`src/rtl/sys_array_result_streamer.sv`:
```
// Drains a snapshot of the systolic-array result matrix row-major over a valid/ready stream.
// A rising edge on comp_ready captures the matrix; the fetcher is free as soon as it is captured.
module sys_array_result_streamer #(
    parameter int unsigned DATA_WIDTH = 8,
    parameter int unsigned ARRAY_A_W  = 4,
    parameter int unsigned ARRAY_W_L  = 8,
    localparam int unsigned EW = 2 * DATA_WIDTH,
    localparam int unsigned RW = ($clog2(ARRAY_A_W) > 0) ? $clog2(ARRAY_A_W) : 1,
    localparam int unsigned CW = ($clog2(ARRAY_W_L) > 0) ? $clog2(ARRAY_W_L) : 1
) (
    input  logic                                         clk,
    input  logic                                         reset_n,
    input  logic                                         comp_ready,
    input  logic [ARRAY_A_W-1:0][ARRAY_W_L-1:0][EW-1:0]  out_data,
    output logic                                         s_valid,
    input  logic                                         s_ready,
    output logic [EW-1:0]                                s_data,
    output logic [RW-1:0]                                s_row,
    output logic [CW-1:0]                                s_col,
    output logic                                         s_last,
    output logic                                         busy,
    output logic                                         done,
    output logic                                         overrun
);

    typedef enum logic [1:0] {StIdle, StStream, StDone} state_e;

    state_e  state_q, state_d;
    logic    rdy_q;
    logic    capture;
    logic    load;
    logic    last_elem;
    logic    overrun_q, overrun_d;
    logic [RW-1:0] row_q, row_d;
    logic [CW-1:0] col_q, col_d;
    logic [ARRAY_A_W-1:0][ARRAY_W_L-1:0][EW-1:0] snap_q;

    // rdy_q resets high so a comp_ready already asserted at release is not an edge
    assign capture   = comp_ready & ~rdy_q;
    assign last_elem = (row_q == RW'(ARRAY_A_W - 1)) && (col_q == CW'(ARRAY_W_L - 1));

    always_ff @(posedge clk or negedge reset_n) begin
        if (!reset_n) begin
            state_q   <= StIdle;
            rdy_q     <= 1'b1;
            overrun_q <= 1'b0;
            row_q     <= '0;
            col_q     <= '0;
            snap_q    <= '0;
        end else begin
            state_q   <= state_d;
            rdy_q     <= comp_ready;
            overrun_q <= overrun_d;
            row_q     <= row_d;
            col_q     <= col_d;
            if (load) begin
                snap_q <= out_data;
            end
        end
    end

    always_comb begin
        state_d   = state_q;
        row_d     = row_q;
        col_d     = col_q;
        load      = 1'b0;
        overrun_d = overrun_q | (capture & (state_q != StIdle));
        unique case (state_q)
            StIdle: begin
                if (capture) begin
                    load    = 1'b1;
                    row_d   = '0;
                    col_d   = '0;
                    state_d = StStream;
                end
            end
            StStream: begin
                // s_valid is always high here, so s_ready alone marks a beat
                if (s_ready) begin
                    if (last_elem) begin
                        state_d = StDone;
                    end else if (col_q == CW'(ARRAY_W_L - 1)) begin
                        col_d = '0;
                        row_d = row_q + RW'(1);
                    end else begin
                        col_d = col_q + CW'(1);
                    end
                end
            end
            StDone: begin
                state_d = StIdle;
            end
            default: begin
                state_d = StIdle;
            end
        endcase
    end

    always_comb begin
        s_valid = (state_q == StStream);
        s_data  = s_valid ? snap_q[row_q][col_q] : '0;
        s_row   = s_valid ? row_q : '0;
        s_col   = s_valid ? col_q : '0;
        s_last  = s_valid & last_elem;
        busy    = s_valid;
        done    = (state_q == StDone);
        overrun = overrun_q;
    end

endmodule

```
`config.mk`:
```
export PLATFORM = sky130hd
export DESIGN_NAME = sys_array_result_streamer
export DESIGN_NICKNAME = d
export VERILOG_FILES = /design/src/rtl/sys_array_result_streamer.sv
export SDC_FILE = /design/constraint.sdc
export NUM_CORES = 1
export LEC_CHECK = 0
export CAP_MARGIN = 15
export CELL_PAD_IN_SITES_DETAIL_PLACEMENT = 0
export CELL_PAD_IN_SITES_GLOBAL_PLACEMENT = 1
export CORE_UTILIZATION = 36
export DETAILED_ROUTE_END_ITERATION = 6
export PLACE_DENSITY = 0.79
export SYNTH_ARGS = -nofsm -noshare
export SYNTH_HDL_FRONTEND = slang
export SYNTH_SLANG_ARGS = --single-unit
export TNS_END_PERCENT = 5
```
`constraint.sdc`:
```
create_clock -name clk -period 3.9 [get_ports clk]
set_input_delay 0.78 -clock clk [delete_from_list [all_inputs] [get_ports clk]]
set_output_delay 0.78 -clock clk [all_outputs]
set_load 0.05 [all_outputs]
```
==> flow_summary.json <==
{
  "fmax_ghz": 0.263,
  "synthCells": 1539,
  "r2r-end": "col_q[0]",
  "outcome": "finished, final reports clean",
  "ys_seq_area_share_pct": 55.5,
  "cp_max_fo": 30,
  "area_growth_pct": 38.3,
  "finalCritPeriodShare_pct": 97.7,
  "yosysUniqueCellTypes": 35,
  "io_buffers": 541,
  "synth.avg_cell_area_um2": 15.3,
  "vdd_ir_drop_max_v": 0.000640,
  "critPathCaptureType": "output pin",
  "numCtsBuffers": 59,
  "postPlaceCellArea_um2": 30100,
  "pre_cts_ws_ns": 0.265,
  "clkSlewWorstSetupHoldPaths_ns": 0.06,
  "fin_skew_ns": 0.0297,
  "utilization_pct": 50.4,
  "vias_per_cell": 5.18,
  "initial_core_util_pct": 36.5,
  "synth.area.top_cells": "dfrtp_1, mux2_2, mux4_2, mux2i_1, a22oi_1",
  "die_w_um": 258,
  "synth_top_area_cell": "dfrtp_1",
  "antenna_found_initial": 14,
  "clock_path_buffers": 3,
  "insertion_delay_ns": 0.62,
  "slew_headroom_pct": 36.2,
  "die_area_um2": 66300,
  "synth_top_area_share_pct": 55.4,
  "drt-pass1-iter-count": 5,
  "fin_nets": 2598,
  "coreArea_um2": 64500,
  "h-tree-depth": 2,
  "cap_viol_max_count": 0,
  "start_kind": "flop",
  "grt_max_degree": 115,
  "drtAntennaViolNets": 0,
  "async_flop_share_pct": 100,
  "grt-ovfl-total": 0,
  "synth_edf_count": 0,
  "yosysWarnings": 0,
  "root_buffer": "clkbuf_16",
  "die_h_um": 258,
  "drive_above_1_share_pct": 36.8,
  "routedWlPerCell_um": 25.6,
  "drc": 0,
  "final_max_slew_viol_count": 0,
  "synthesis.nets": 2058,
  "setup_tns_ns": 0,
  "cts_sinks": 521,
  "cts_tree": "yes",
  "hold_viol": 0,
  "worstSetupPathType": "flop to output pin",
  "final_area_um2": 32500,
  "power.leakage_nw": 13.3,
  "reg2reg_depth": 8,
  "rr_startpoint": "col_q[0]",
  "synthFlopType": "dfrtp_1",
  "ios": 542,
  "powerDensity_nw_per_um2": 877,
  "gp_congestion": 0.846,
  "setup_slack_ns": 0.0910,
  "grtUsageTotal_pct": 22.6,
  "via_count": 15479,
  "setup_violations": 0,
  "min_period_ns": 3.81,
  "grt_pass1_vias": 17028,
  "crit_arrival_ns": 3.03,
  "wl_um": 76600,
  "holdBufCountCts": 0,
  "grt_pass1_wl_um": 111000,
  "floorplan.rows": 93,
  "synthesis.area_um2": 23500,
  "synth-seq-cells": 521,
  "rsz0062_at_grt": "false",
  "r2r_setup_slack_ns": 1.53,
  "worstMarginPinSlew_ns": 0.955,
  "min_path_type": "input pin to async pin",
  "synth.most_common_cell": "dfrtp_1",
  "dp_hpwl_um": 56900,
  "crit_required_ns": 3.12,
  "first_iter_violations": 670,
  "ys_top_cells_by_count": "dfrtp_1, mux2_2, mux2i_1, mux4_2, buf_2"
}
==> repair_timing <==
action	in CTS	in global routing
setup endpoints to repair	16	16
resized for setup	26	5
cloned	0	2
setup buffers	0	11
pin swaps	1	0
==> cells by family after synthesis <==
group,synth area share [%]
muxes,36.5
DFF,55.5
AOI/OAI and AO/OA,4.25
buffers and inverters,2.55
and+or+nand+nor,1.11
adders and majority gates,0.160
==> stage by stage <==
stage	cells	total power, mW	hold WS, ns
floorplan	1539	17.0	0.475
global placement	2860	22.0	0.475
detailed placement	2860	22.3	0.477
CTS	2968	28.5	0.157
global route	2983	29.9	0.189
finish	2988	28.5	0.161
==> cell type report <==
| type | count | area (um^2) |
|---|---|---|
| fill | 5500 | 31900 |
| sequential | 521 | 13000 |
| multi-input combinational | 901 | 10100 |
| timing repair buffer | 593 | 6230 |
| clock buffer | 85 | 1730 |
| tap | 855 | 1070 |
| clock inverter | 23 | 325 |
| antenna | 7 | 17.5 |
| inverter | 3 | 11.3 |
==> worst max-delay path by stage <==
stage,startpoint,to,slack [ns],cells after the start
2_1_floorplan,row_q[0],s_data[4],0.29,7
3_3_place_gp,col_q[0],s_data[4],0.27,7
3_5_place_dp,col_q[0],s_data[4],0.26,7
4_1_cts,col_q[0],s_data[0],-0.08,7
5_1_grt,row_q[0],s_data[10],0.008,6
6_report,row_q[0],s_data[3],0.09,6
==> power by group <==
part           switching [mW]  internal (mW)  total (mW)
Combinational            6.26           6.66        12.9
Clock                    2.28           3.53        5.81
Sequential               1.63           8.15        9.78
==> sequential cells by signal, summed over array words and instances (netlist names) <==
| register | count |
|---|---|
| col_q | 3 |
| overrun | 1 |
| rdy_q | 1 |
| row_q | 2 |
| snap_q | 512 |
| state_q | 2 |
==> layout by cell type, fill, tap and decap left out, types with 7 or more instances in the layout <==
cell             count
diode_2              7
mux2i_1            124
mux2_2             514
a21oi_1             30
clkbuf_8            13
buf_4               34
clkinv_2             8
clkbuf_16           61
dfrtp_1            518
nor4_2               9
bufinv_16            7
o221ai_1            14
buf_12              32
mux4_2              68
o22ai_1             14
clkdlybuf4s50_1    522
clkbuf_1            12
o21a_1              13
a22oi_1             60
==> metal layers <==
layer	GRT usage (%)	wire (um)	vias up
li1	-	-	6858
met1	28.5	31600	8072
met2	38.7	38600	427
met3	5.46	4470	106
met4	5.90	1840	16
met5	0	111	-
==> critical path, cell delays in order (launching register included) <==
cell and delay [ns]:
dfrtp_4 0.56, buf_4 0.18, nor2_4 0.68, a22oi_1 0.32
a21oi_1 0.34, nor4_2 0.12, buf_12 0.18
(Power assumes the default switching activity.)
